===== config.mk =====
export PLATFORM = sky130hd
export DESIGN_NAME = mxint8_block_deserializer
export DESIGN_NICKNAME = d
export VERILOG_FILES = /design/src/rtl/mxint8_block_deserializer_pkg.sv /design/src/rtl/mxint8_block_deserializer.sv
export SDC_FILE = /design/constraint.sdc
export NUM_CORES = 1
export LEC_CHECK = 0
export CAP_MARGIN = 20
export CELL_PAD_IN_SITES_DETAIL_PLACEMENT = 1
export CELL_PAD_IN_SITES_GLOBAL_PLACEMENT = 2
export CORE_UTILIZATION = 30
export CTS_BUF_LIST = sky130_fd_sc_hd__clkbuf_2 sky130_fd_sc_hd__clkbuf_4 sky130_fd_sc_hd__clkbuf_8
export DETAILED_ROUTE_END_ITERATION = 10
export GPL_TIMING_DRIVEN = 0
export HOLD_SLACK_MARGIN = 0.15
export PLACE_DENSITY = 0.73
export SYNTH_ARGS = -nofsm -noshare
export SYNTH_HDL_FRONTEND = slang
export SYNTH_SLANG_ARGS = --single-unit

===== constraint.sdc =====
create_clock -name i_clk -period 4.4 [get_ports i_clk]
set_clock_uncertainty 0.2 [all_clocks]
set_input_delay 0.88 -clock i_clk [delete_from_list [all_inputs] [get_ports i_clk]]
set_output_delay 0.88 -clock i_clk [all_outputs]
set_load 0.05 [all_outputs]

===== src/rtl/mxint8_block_deserializer_pkg.sv =====
// mxint8_block_deserializer_pkg: shared MXINT8 block-stream constants and helpers
package mxint8_block_deserializer_pkg;
  localparam int MXINT8_ELEMENT_WIDTH = 8;
  localparam int BLOCK_SIZE = 32;
  localparam int SCALE_WIDTH = 8;
  localparam int MXINT8_LANES = 4;
  function automatic int cnt_width(input int beats);
    return beats > 1 ? $clog2(beats) : 1;
  endfunction
endpackage


===== src/rtl/mxint8_block_deserializer.sv =====
// mxint8_block_deserializer: assembles LANES-wide beats into a full MXINT8 block with shared scale
module mxint8_block_deserializer
  import mxint8_block_deserializer_pkg::*;
#(
  parameter int BLOCK_SIZE = mxint8_block_deserializer_pkg::BLOCK_SIZE,
  parameter int ELEMENT_WIDTH = MXINT8_ELEMENT_WIDTH,
  parameter int SCALE_WIDTH = mxint8_block_deserializer_pkg::SCALE_WIDTH,
  parameter int LANES = MXINT8_LANES
) (
  input  logic                       i_clk,
  input  logic                       i_rst_n,
  input  logic                       i_valid,
  output logic                       o_ready,
  input  logic [LANES*ELEMENT_WIDTH-1:0] i_data,
  input  logic [SCALE_WIDTH-1:0]     i_scale,
  input  logic                       i_last,
  output logic                       o_valid,
  input  logic                       i_ready,
  output logic [SCALE_WIDTH-1:0]     o_scale,
  output logic [ELEMENT_WIDTH-1:0]   o_mxint8_elements [BLOCK_SIZE],
  output logic                       o_err
);
  localparam int BEATS = BLOCK_SIZE / LANES;
  localparam int CW = cnt_width(BEATS);
  typedef enum logic [1:0] {IDLE, FILL, FULL} state_t;
  state_t state, state_n;
  logic [CW-1:0] cnt, cnt_n, widx;
  logic accept, last_beat, frame_err;
  logic [BLOCK_SIZE-1:0] we;
  assign o_valid = state == FULL;
  assign o_ready = state == FULL ? i_ready : 1'b1;
  assign accept = i_valid && o_ready;
  // a beat taken in IDLE or during the FULL transfer cycle always starts a new block
  assign widx = state == FILL ? cnt : '0;
  assign last_beat = widx == CW'(BEATS - 1);
  assign frame_err = accept && (i_last != last_beat);
  always_comb begin
    state_n = state;
    cnt_n = cnt;
    if (accept) begin
      state_n = frame_err ? IDLE : (last_beat ? FULL : FILL);
      cnt_n = (frame_err || last_beat) ? '0 : widx + 1'b1;
    end else if (o_valid && i_ready) begin
      state_n = IDLE;
    end
  end
  for (genvar g = 0; g < BLOCK_SIZE; g++) begin : g_we
    assign we[g] = accept && widx == CW'(g / LANES);
  end
  always_ff @(posedge i_clk or negedge i_rst_n) begin
    if (!i_rst_n) begin
      state <= IDLE;
      cnt <= '0;
      o_err <= 1'b0;
      o_scale <= '0;
      for (int n = 0; n < BLOCK_SIZE; n++) o_mxint8_elements[n] <= '0;
    end else begin
      state <= state_n;
      cnt <= cnt_n;
      o_err <= frame_err;
      if (accept && widx == '0) o_scale <= i_scale;
      for (int n = 0; n < BLOCK_SIZE; n++)
        if (we[n]) o_mxint8_elements[n] <= i_data[(n % LANES)*ELEMENT_WIDTH +: ELEMENT_WIDTH];
    end
  end
endmodule

==> run metrics, run 1 <==
Max-Slew Margin vs Limit=about three fifths; setup TNS=0 ns; Worst EP required=about 3.3 ns; number of global-route vias before repair=7219; Max stage delay on crit path=a little over 0.7 ns; Post-synth EDFFs=0; CTS root buf=clkbuf_8; first-pass GRT wire length=46890 um; synthesized area per cell=17.79 sq um; Setup CP Type=input pin to output port; sequential power share=~37%; Max clock buf depth=3; Final Max Slew Viols=0; die footprint=around 36000 sq um; delay-heaviest family, CP=buffers and inverters; Synth area leader=dfrtp_1; number of buffers created by CTS=49; final hold viol count=0; CTS tree=built; post-route total power=8.272 mW; max-cap viol count=0; Seq/Total Area, Yosys=a little over three fifths; Hold WC Path Type=register to register; combinational family with the most area after synthesis=multiplexers; Skew-Pair Late Insertion Delay=about 0.6 ns; global placement routability congestion=0.7103; number of cell rows=between 60 and 70; status=finished, final reports clean; total track usage=between 10% and 20%; drt wl/cell=approximately 21 um; Synth Area in Compound Gates=less than 1%; grt ovf=0; largest net degree at the start of global routing=about 110; top post-synthesis cells by area=dfrtp_1, mux2_2, mux2_4; initial antenna violation count=0; P per Cell Area=around 540 nW/um^2; Crit path top cell by count=clkdlybuf4s50_1; Adder-Cell Fraction of Synth Area=less than 1%; Finished Layout Cells=approximately 1500; Yosys warning total=0; H-Tree Depth=2; syn_nets=approximately 650; slowest CP cell=clkdlybuf4s50_1; Post-Synth XOR/XNOR Area=less than 1%; Internal=roughly 5.3 mW; Worst EP arrival=approximately 2.5 ns; Critical Path Start Type=input pin; via count=approximately 6600; crit-path max FO=7; HPWL after DPL=about 21000 um; RSZ-0062 raised after global routing=false; combinational share of power=33.7%; Slew @ Worst Pin=0.6274 ns; antenna cell count=0; Sw Share=a little over a third; antenna-violating nets left=0; I/O pin total=about 310; Main synth FF type=dfrtp_1; asr flop ratio synth=100.0%; Total Wirelength=around 31000 um; post-cts gate resize count=0; DR vias/cell=4.522; Synth-to-Final Area Change=44.54%; initial DRC count=~250; setup violators final=0; setup ws final=~0.78 ns; P_leak=7.183 nW; Yosys top cell area share=63.19%; CP Capture Type=output port; Hold WS=0.3005 ns; initial core utilization=a little under a third; crit share post-route=82.22%; die width=190.8 um; Net Switching=between 2 and 3 mW; Buf+Inv Stages, Crit Path=3; DR DRC count=0; mux cell area share after synthesis=a little under a third; Worst VDD drop=315.5 uV; # port buffers=slightly above 300; post-layout min period=around 3.6 ns; Die Y=approximately 190 um; Reg clk slew, reported paths=0.05 ns; share of cells above drive strength 1=between 30% and 40%; Synth Register Bits=270; Pre-antenna DRT Iters=4; synthesized netlist cell count=roughly 600; simple-gate share of the synthesized area=roughly 1.2%; dpl cells=around 1400; crit-path cells=clkdlybuf4s50_1 -> or3b_1 -> buf_6 -> clkdlybuf4s50_1; Netlist cell types=27; worst slack, placed=around 0.78 ns; Max Clk Rate=276.4 MHz; count leader, synth=dfrtp_1; Clk network pwr share=just under 30%; # nets final=1017; synth cell count leaders=dfrtp_1, mux2_2, mux2_4, buf_2; Post-Syn Area=about 11000 sq um; clock sinks=between 200 and 300; Core ar.=~35000 sq um
[power by group through the flow]
stage / logic [mW] / registers (mW) / clock network, mW
final: 2.79 / 3.05 / 2.43
after global routing: 2.89 / 3.10 / 2.65
after CTS: 2.82 / 3.06 / 2.54
after detailed placement: 2.81 / 3.09 / 0
after global placement: 2.79 / 3.08 / 0
after floorplan: 0.512 / 4.35 / 0
[final timing paths]
check | start | endpoint | slack (ns) | cells after the start
worst max register to register | state[0] | o_mxint8_elements[14] | 1.53 | 9
min in group asynchronous | i_rst_n | o_scale[4] | 0.63 | 2
worst max-delay path | i_ready | o_ready | 0.78 | 4
max in group asynchronous | i_rst_n | o_mxint8_elements[9] | 2.38 | 3
worst min register to register | o_mxint8_elements[119] | o_mxint8_elements[119] | 0.30 | 1
worst min-delay path | o_mxint8_elements[119] | o_mxint8_elements[119] | 0.30 | 1
[routing by layer]
layer / GRT usage [%] / part of all wire [%] / vias to the layer above
li1: - / - / 2867
met1: 21.75 / 42 / 3435
met2: 27.87 / 48 / 233
met3: 6.110 / 7.7 / 40
met4: 4.615 / 1.6 / 0
met5: 0 / 0 / -
[state kept, by name, summed over array words and instances (netlist names)]
signal,cells
cnt,3
o_err,1
o_mxint8_elements,256
o_scale,8
state,2
[cells in the final DEF, fill, tap and decap left out, drive strengths merged, types with 2 or more instances in the layout]
master         count
clkdlybuf4s50    310
clkinv             2
nor3               2
nand2              5
ha                 6
and4               2
clkbuf            79
dfrtp            270
mux2             267
buf               33
inv                5
[worst register-to-register path: cells and delay by family, from the launching register on]
family        cells  cell delay, ns
flops             1            0.44
fa+ha+maj         2            0.42
buf+inv           3            0.68
simple gates      3            0.63
mux               1            0.38
[repair_timing]
action,4_1_cts,5_1_grt
setup buffers,0,0
endpoints found under the hold margin,63,0
hold buffers,1,0
[per-stage QoR]
step,area (sq um),utilization [%]
final,15450,44.41
after global routing,15450,44.41
after CTS,15450,44.41
after detailed placement,14440,41.48
after global placement,14380,41.31
after floorplan,10690,-
[final cells by class]
type / instances / area, sq um
Clock buffer: 79 / 974.7
Buffer: 30 / 299.0
Multi-Input combinational cell: 298 / 3626
Inverter: 3 / 11.26
Fill cell: 3512 / 19340
Timing Repair Buffer: 314 / 3183
Sequential cell: 270 / 6756
Clock inverter: 5 / 35.03
Tap cell: 455 / 569.3
[cells by family (layout without fill, tap and decap cells)]
group / after synthesis / count (layout)
simple gates: 20 / 20
xor+xnor: 1 / 1
compound gates: 4 / 4
buf+inv: 33 / 431
fa+ha+maj: 6 / 6
flops: 270 / 270
mux: 267 / 267
Note: power is estimated with default switching activity, not from simulation.
==> run 2: changes to the inputs <==
- clock period: 4.4 -> 3.65 ns (I/O delays scaled with it)
==> results of run 2 <==
The final DEF is identical to that of run 1. Status: finished, final reports clean.
Among the figures that moved: setup slack after placement 0.7762 ns -> 0.3262 ns; setup slack after layout 0.7821 ns -> 0.3321 ns; register-to-register setup slack 1.53 ns -> 0.78 ns; total power 8.272 mW -> 9.972 mW; worst IR drop on VDD 315.5 uV -> 380.4 uV
==> run 3: changes to the inputs <==
- CTS_BUF_LIST: sky130_fd_sc_hd__clkbuf_2 sky130_fd_sc_hd__clkbuf_4 sky130_fd_sc_hd__clkbuf_8 -> sky130_fd_sc_hd__clkbuf_8
==> run 3 against run 2 <==
Against the previous run:
- setup slack worse by 0.00054 ns
- sequential power about the same
- clock power down 6%
- utilization down 0.19 points
- design area down 0.44%
- critical path depth unchanged
- non-clock buffer count unchanged
- cell count unchanged
- routed wire length about the same
- clock-buffer cell count down 18
- global-route usage about the same
- via count down 0.29%
- critical endpoint unchanged
==> run metrics, run 3 (same netlist as run 1, synthesis figures left out) <==
status=finished, final reports clean; sequential power share=a little under two fifths; CTS tree=built; initial antenna violation count=0; FF-to-FF Start=state[0]; Hold WC Path Type=register to register; grt ovf=0; P per Cell Area=636.5 nW/um^2; Buf+Inv Stages, Crit Path=3; Max stage delay on crit path=0.72 ns; largest registers=o_mxint8_elements (256), o_scale (8), cnt (3); max reg flops=~260; slowest CP cell=clkdlybuf4s50_1; Net Switching=about 3.6 mW; CTS root buf=clkbuf_8; # port buffers=slightly above 300; DR DRC count=0; global placement routability congestion=around 0.71; design area=approximately 15000 sq um; RSZ-0062 raised after global routing=false; crit-path max FO=7; delay-heaviest family, CP=buffers and inverters; R2R depth=9; final hold viol count=0; Reg clk slew, reported paths=approximately 0.050 ns; Synth-to-Final Area Change=43.90%; total track usage=between 10% and 20%; I/O pin total=between 300 and 400; Worst VDD drop=379.5 uV; Max Clk Rate=about 300 MHz; Setup CP Type=input pin to output port; WHS Path Cells=1; initial core utilization=30.73%; Final Max Slew Viols=0; drt wl/cell=between 20 and 25 um; reg2reg end=o_mxint8_elements[14]; number of global-route vias before repair=between 7000 and 8000; Hold WS=around 0.30 ns; first-pass GRT wire length=46980 um; largest net degree at the start of global routing=between 100 and 150; dpl cells=1369; antenna-violating nets left=0; most frequent cells in the layout=clkdlybuf4s50_1, dfrtp_1, mux2_2, mux2_4, clkbuf_8; Crit path top cell by count=clkdlybuf4s50_1; Final Core Density=approximately 44%; commonest non-fill, non-tap cell in the layout=clkdlybuf4s50_1; number of buffers created by CTS=slightly below 50; Worst EP arrival=about 2.4 ns; Hold Crit Endpoint=o_mxint8_elements[119]; initial DRC count=between 200 and 250; Max clock buf depth=3; Reg with most FFs=o_mxint8_elements; DR vias/cell=4.509; Total Wirelength=around 30000 um; via count=~6600; # nets final=a little over 1000; clock sinks=270; CP Capture Type=output port; die footprint=about 36000 sq um; Internal=around 6.2 mW; post-layout min period=~3.3 ns; H-Tree Depth=2; setup violators final=0; Slew @ Worst Pin=approximately 0.6 ns; setup TNS=0 ns; Sw Share=36.76%; P_leak=7.196 nW; HPWL after DPL=about 21000 um; max-cap viol count=0; post-cts gate resize count=0; Skew-Pair Late Insertion Delay=~0.6 ns; Die Y=190.8 um; hold wc startpoint=o_mxint8_elements[119]; Finished Layout Cells=around 1500; combinational share of power=between 30% and 40%; die width=around 190 um; Max-Slew Margin vs Limit=59.22%; setup slack, reg-to-reg=roughly 0.77 ns; share of cells above drive strength 1=a little under two fifths; antenna cell count=0; Core ar.=34800 sq um; Post-DP Area=14440 sq um; crit-path cells=clkdlybuf4s50_1 -> or3b_1 -> buf_6 -> clkdlybuf4s50_1; number of cell rows=68; Clk network pwr share=between 20% and 30%; Pre-antenna DRT Iters=4; Worst EP required=roughly 2.7 ns; Critical Path Start Type=input pin; crit share post-route=about nine tenths
[run 3: layout make-up]
cell class | count | area, sq um
multi-input combinational | 298 | 3626
buffer | 30 | 299.0
clock inverter | 23 | 102.6
inverter | 3 | 11.26
tap | 455 | 569.3
clock buffer | 61 | 839.6
sequential | 270 | 6756
fill | 3517 | 19410
timing repair buffer | 314 | 3183
[run 3: routing by layer]
layer / GRT usage (%) / part of all wire, % / vias up
li1: - / - / 2864
met4: 4.862 / 1.8 / 0
met5: 0 / 0 / -
met3: 6.036 / 7.5 / 48
met1: 21.73 / 42 / 3418
met2: 27.94 / 48 / 226
[run 3: worst max path at each step]
stage	from	slack [ns]	cells past startpoint	end
final	i_ready	0.33	4	o_ready
after floorplan	i_ready	1.32	6	o_mxint8_elements[224]
after global routing	i_ready	0.27	4	o_ready
after global placement	i_rst_n	-10.61	1	o_mxint8_elements[10]
after CTS	i_ready	0.32	4	o_ready
after detailed placement	i_ready	0.33	4	o_ready
[run 3: power groups by stage]
stage          combinational, mW  clock (mW)  sequential [mW]
2_1_floorplan              0.617           0             5.24
3_3_place_gp                3.36           0             3.72
3_5_place_dp                3.39           0             3.72
4_1_cts                     3.40        2.88             3.68
5_1_grt                     3.48        3.01             3.74
6_report                    3.36        2.75             3.68
[run 3: worst register-to-register path, cell delays in order (launching register included)]
cell	delay (ns)
dfrtp_1	0.44
and2b_1	0.21
nand2_1	0.12
inv_1	0.08
ha_1	0.22
ha_1	0.20
buf_2	0.17
nand3_1	0.30
buf_2	0.44
mux2_2	0.38
[run 3: timing repair]
item                                   4_1_cts  5_1_grt
buffers inserted                             0        0
endpoints found under the hold margin       63        0
hold buffers                                 1        0
[run 3: metrics by stage]
stage               power [mW]  setup WS [ns]
floorplan                5.856          1.320
global placement         7.076         -10.61
detailed placement       7.115         0.3262
CTS                      9.964         0.3226
global route             10.23         0.2726
finish                   9.794         0.3316
